==> src/rtl/z88_kbd_scan.sv <==
// z88_kbd_scan: scans the 8x8 Z88 key matrix one row at a time and debounces
// every key and the flap switch. All scan, settle and debounce timing counts
// clk_ena ticks. The column and flap synchronisers run on every clk.
module z88_kbd_scan #(
  parameter int SETTLE_CYC     = 16,
  parameter int DEBOUNCE_SCANS = 4,
  parameter int FLAP_DEBOUNCE  = 1024
) (
  input  logic        clk,
  input  logic        rst,
  input  logic        clk_ena,
  input  logic        scan_en,
  output logic [7:0]  row_n,
  input  logic [7:0]  col_n,
  input  logic        flap_raw,
  output logic [63:0] kb_matrix,
  output logic        kb_any,
  output logic        flap_sw,
  output logic        frame_done,
  output logic [2:0]  state_dbg
);

  localparam int SW = (SETTLE_CYC > 1) ? $clog2(SETTLE_CYC) : 1;
  localparam int KW = (DEBOUNCE_SCANS > 1) ? $clog2(DEBOUNCE_SCANS) : 1;
  localparam int FW = (FLAP_DEBOUNCE > 1) ? $clog2(FLAP_DEBOUNCE) : 1;
  localparam logic [SW-1:0] SETTLE_LAST = SW'(SETTLE_CYC - 1);
  localparam logic [KW-1:0] KEY_LAST    = KW'(DEBOUNCE_SCANS - 1);
  localparam logic [FW-1:0] FLAP_LAST   = FW'(FLAP_DEBOUNCE - 1);

  typedef enum logic [2:0] {
    IDLE    = 3'd0,
    DRIVE   = 3'd1,
    SETTLE  = 3'd2,
    SAMPLE  = 3'd3,
    RELEASE = 3'd4
  } state_t;

  state_t        state, state_nxt;
  logic [2:0]    row;
  logic [SW-1:0] settle_cnt;
  logic [KW-1:0] key_cnt [64];
  logic [FW-1:0] flap_cnt;
  logic [7:0]    col_meta, col_sync;
  logic          flap_meta, flap_sync;

  // Two-flop synchronisers; reset to the idle (released / open) level.
  always_ff @(posedge clk) begin
    if (rst) begin
      col_meta  <= '1;
      col_sync  <= '1;
      flap_meta <= 1'b1;
      flap_sync <= 1'b1;
    end else begin
      col_meta  <= col_n;
      col_sync  <= col_meta;
      flap_meta <= flap_raw;
      flap_sync <= flap_meta;
    end
  end

  // State register: advances only on clk_ena ticks.
  always_ff @(posedge clk) begin
    if (rst) begin
      state <= IDLE;
    end else if (clk_ena) begin
      state <= state_nxt;
    end
  end

  // Next-state logic: dropping scan_en forces IDLE from any state.
  always_comb begin
    state_nxt = state;
    if (!scan_en) begin
      state_nxt = IDLE;
    end else begin
      case (state)
        IDLE:    state_nxt = DRIVE;
        DRIVE:   state_nxt = SETTLE;
        SETTLE:  if (settle_cnt == SETTLE_LAST) state_nxt = SAMPLE;
        SAMPLE:  state_nxt = RELEASE;
        RELEASE: state_nxt = DRIVE;
        default: state_nxt = IDLE;
      endcase
    end
  end

  // Outputs decoded from state: the row stays driven through DRIVE, SETTLE and SAMPLE.
  always_comb begin
    row_n = 8'hFF;
    if (state == DRIVE || state == SETTLE || state == SAMPLE) begin
      row_n[row] = 1'b0;
    end
    frame_done = clk_ena && scan_en && (state == SAMPLE) && (row == 3'd7);
    state_dbg  = state;
  end

  // Row index and settle counter; a stopped scan always restarts at row 0.
  always_ff @(posedge clk) begin
    if (rst) begin
      row        <= '0;
      settle_cnt <= '0;
    end else if (clk_ena) begin
      if (!scan_en) begin
        row        <= '0;
        settle_cnt <= '0;
      end else begin
        case (state)
          DRIVE:   settle_cnt <= '0;
          SETTLE:  settle_cnt <= settle_cnt + SW'(1);
          RELEASE: row        <= row + 3'd1;
          default: ;
        endcase
      end
    end
  end

  // Per-key debounce, evaluated for the current row's eight keys at SAMPLE.
  always_ff @(posedge clk) begin
    if (rst) begin
      kb_matrix <= '1;
      for (int i = 0; i < 64; i++) key_cnt[i] <= '0;
    end else if (clk_ena) begin
      if (!scan_en) begin
        for (int i = 0; i < 64; i++) key_cnt[i] <= '0;
      end else if (state == SAMPLE) begin
        for (int c = 0; c < 8; c++) begin
          if (col_sync[c] == kb_matrix[{row, 3'(c)}]) begin
            key_cnt[{row, 3'(c)}] <= '0;
          end else if (key_cnt[{row, 3'(c)}] == KEY_LAST) begin
            kb_matrix[{row, 3'(c)}] <= ~kb_matrix[{row, 3'(c)}];
            key_cnt[{row, 3'(c)}]   <= '0;
          end else begin
            key_cnt[{row, 3'(c)}] <= key_cnt[{row, 3'(c)}] + KW'(1);
          end
        end
      end
    end
  end

  // Any-key flag, registered one clk behind kb_matrix.
  always_ff @(posedge clk) begin
    if (rst) begin
      kb_any <= 1'b0;
    end else begin
      kb_any <= ~&kb_matrix;
    end
  end

  // Flap debounce: independent of scan_en, counts disagreeing ticks.
  always_ff @(posedge clk) begin
    if (rst) begin
      flap_sw  <= 1'b0;
      flap_cnt <= '0;
    end else if (clk_ena) begin
      if (flap_sync == flap_sw) begin
        flap_cnt <= '0;
      end else if (flap_cnt == FLAP_LAST) begin
        flap_sw  <= ~flap_sw;
        flap_cnt <= '0;
      end else begin
        flap_cnt <= flap_cnt + FW'(1);
      end
    end
  end

endmodule

==> config.mk <==
export PLATFORM = sky130hd
export DESIGN_NAME = z88_kbd_scan
export DESIGN_NICKNAME = d
export VERILOG_FILES = /design/src/rtl/z88_kbd_scan.sv
export SDC_FILE = /design/constraint.sdc
export NUM_CORES = 1
export LEC_CHECK = 0
export ABC_AREA = 1
export CORE_MARGIN = 2
export CORE_UTILIZATION = 40
export DETAILED_ROUTE_END_ITERATION = 8
export GPL_TIMING_DRIVEN = 0
export HOLD_SLACK_MARGIN = 0.15
export SKIP_LAST_GASP = 1
export SLEW_MARGIN = 20
export SYNTH_ARGS = -nofsm -noshare
export SYNTH_HDL_FRONTEND = slang
export SYNTH_SLANG_ARGS = --single-unit
export TNS_END_PERCENT = 50
==> constraint.sdc <==
create_clock -name clk -period 7.39 [get_ports clk]
set_clock_uncertainty 0.1 [all_clocks]
set_input_delay 1.1085 -clock clk [delete_from_list [all_inputs] [get_ports clk]]
set_output_delay 1.1085 -clock clk [all_outputs]
set_load 0.02 [all_outputs]
==> run summary <==
post-DP HPWL = 27800 um
most frequent cells in the layout = nand2_1, nor2_1, edfxtp_1, dfxtp_1, o21ai_0
Final Max Tran Viols = 0
Slew HR = 34.9%
Nets = 1516
clock-pin slew on the worst setup and hold paths = 0.06 ns
Vias/cell = 5.55
Clock H-tree levels = 1
die height = 173 um
worst skew pair latency = 0.55 ns
crit path max fanout = 10
buffer depth of the longest clock path = 3
Global Route Usage Sum = 25.0%
DIE AREA = 29800 um^2
status = finished, final reports clean
Post-Route Setup TNS = 0 ns
mapped cell area = 11400 um^2
mean post-synth cell area = 8.28 um^2
Worst Setup End Kind = primary output
Post-DRT Antenna Nets = 0
IO Port Bufs = 90
Setup Viol. Count Final = 0
CTS tree = yes
type of origin of the critical path = primary input
PwrDens = 214 nW/um^2
core area = 27900 um^2
Ports = 91
Tmin final = 4.17 ns
FP Rows = 61
Worst path slowest cell = clkdlybuf4s50_1
Post-CTS Setup Bufs = 0
Setup CP Type = in2out
Seq cells post-synth = 235
antenna cells = 0
CTS sink count = 235
Post-route DRC = 0
sequential area share after synthesis = 52.7%
yosys warns = 0
Post-CTS Resized = 0
initial antenna violation count = 0
Leakage = 5.37 nW
RD Place Congestion = 0.899
r2r setup slk = 3.49 ns
slowest cell delay on critical path = 0.66 ns
initial core utilization = 40.8%
cts hold-fix bufs = 0
share of cells above drive strength 1 = 8.27%
drt wl/cell = 20.4 um
Clock Tree Root = clkbuf_16
TritonCTS Buffers = 26
most common cell after layout, fill and taps aside = nand2_1
worst slew pin tran = 0.973 ns
asr flop ratio synth = 0%
Congestion Overflow GR = 0
largest net degree at the start of global routing = 14
Synthesized Nets = 1398
worst endpoint required time = 6.18 ns
Chip Width = 173 um
CP dominant cell by count = clkdlybuf4s50_1
Hold Fails Final Rpt = 0
Gate Count Post-Synth = 1373
number of flops mapped to enable cells by yosys = 128
Worst VDD drop = 0.152 mV
Max Cap Viol = 0
Synth area leader = edfxtp_1
number of global-route vias before repair = 9744
fmax = 240 MHz
via count = 10500
DRT iter0 DRCs = 1043
first-pass GRT wire length = 57700 um
drt total wl = 38500 um
Finished Core Util = 48.6%
P&R area growth vs syn = 19.2%
arrival time worst endpoint = 2.96 ns
ranking of synthesized cells by area = edfxtp_1, dfxtp_1, nand2_1
Yosys top cell area share = 33.8%
first-pass iteration count of the detailed router = 5
cell-by-cell trace of the critical path = clkdlybuf4s50_1 -> nand3_2 -> nor2_1 -> clkdlybuf4s50_1
post-synth cell types = 46
RSZ-0062 raised after global routing = false
Tcrit/Tclk final = 56.4%
ys flop type = edfxtp_1
worst hold path class = reg2reg
-- worst paths after layout --
kind / endpoint / cells past startpoint / from
worst max register to register: kb_matrix[60] / 13 / flop
worst min-delay path: col_sync[1] / 1 / col_meta[1]
worst max-delay path: frame_done / 4 / clk_ena
worst min register to register: col_sync[1] / 1 / col_meta[1]
-- registers in the layout, indices dropped and copies added, names as in the netlist, named ones only --
register,flops
kb_any,1
settle_cnt,4
row,3
kb_matrix,64
col_sync,8
flap_cnt,10
flap_meta,1
col_meta,8
state_dbg,3
flap_sync,1
flap_sw,1
key_cnt,128
-- per-stage QoR --
stage / total power (W) / setup slack, ns / hold slack (ns) / cells / instance area (um^2)
finish: 0.00290 / 3.22 / 0.307 / 1889 / 13500
global placement: 0.00166 / 3.21 / 0.295 / 1841 / 12700
floorplan: 0.00159 / 4.61 / 0.289 / 1373 / 11400
detailed placement: 0.00166 / 3.23 / 0.293 / 1841 / 12700
CTS: 0.00290 / 3.22 / 0.308 / 1889 / 13500
global route: 0.00297 / 3.09 / 0.316 / 1889 / 13500
-- routing by layer --
metal  wire length, um  track usage, %
met5                 0               0
met4              1310            8.58
met3              3450            3.96
met2             17400            39.5
met1             16400            35.0
-- cell type report --
cell class                 count  area (um^2)
timing repair buffer          90          901
clock inverter                12          116
inverter                      72          273
clock buffer                  36          688
sequential                   235         5990
multi-input combinational    988         4740
tap                          378          473
buffer                        78          365
fill                        2703        14300
-- cells in the mapped netlist (3+ instances only) --
cell / number
nor2_1: 251
a31oi_1: 11
inv_2: 3
o21ai_0: 97
a21oi_4: 3
nand2_1: 320
buf_2: 13
o22ai_1: 23
o21ai_1: 16
xnor2_1: 3
ha_1: 12
buf_4: 7
nand3_1: 54
nor4_1: 4
inv_1: 61
dfxtp_1: 107
edfxtp_1: 128
nand4_2: 4
nor3_1: 5
clkbuf_1: 48
a21oi_1: 56
buf_6: 4
o211ai_1: 10
o21a_1: 6
nand3_2: 13
nor2_2: 5
buf_1: 6
nand4_1: 43
clkinv_1: 7
or2_2: 19
nand2_2: 14
a21oi_2: 3
-- report_power, final --
group	internal, W	switching (W)	leakage (nW)
Clock	0.000720	0.000539	0.393
Combinational	0.0000591	0.000148	2.74
Sequential	0.00142	0.0000142	2.24
-- critical path, delay by kind of cell --
| family | cells | cell delay [ns] |
|---|---|---|
| buffers and inverters | 2 | 1.27 |
| and+or+nand+nor | 2 | 0.58 |
-- cell families (layout without fill, tap and decap cells) --
| kind of cell | Yosys count | in the layout | share of synthesized area, % |
|---|---|---|---|
| flip-flops | 235 | 235 | 52.7 |
| buffers and inverters | 150 | 288 | 5.62 |
| AO/OA/AOI/OAI | 238 | 238 | 12.0 |
| AND/OR/NAND/NOR | 733 | 733 | 27.9 |
| adder cells (fa/ha/maj) | 12 | 12 | 1.32 |
| XOR/XNOR | 5 | 5 | 0.551 |
Power figures use the tool's default switching activity.
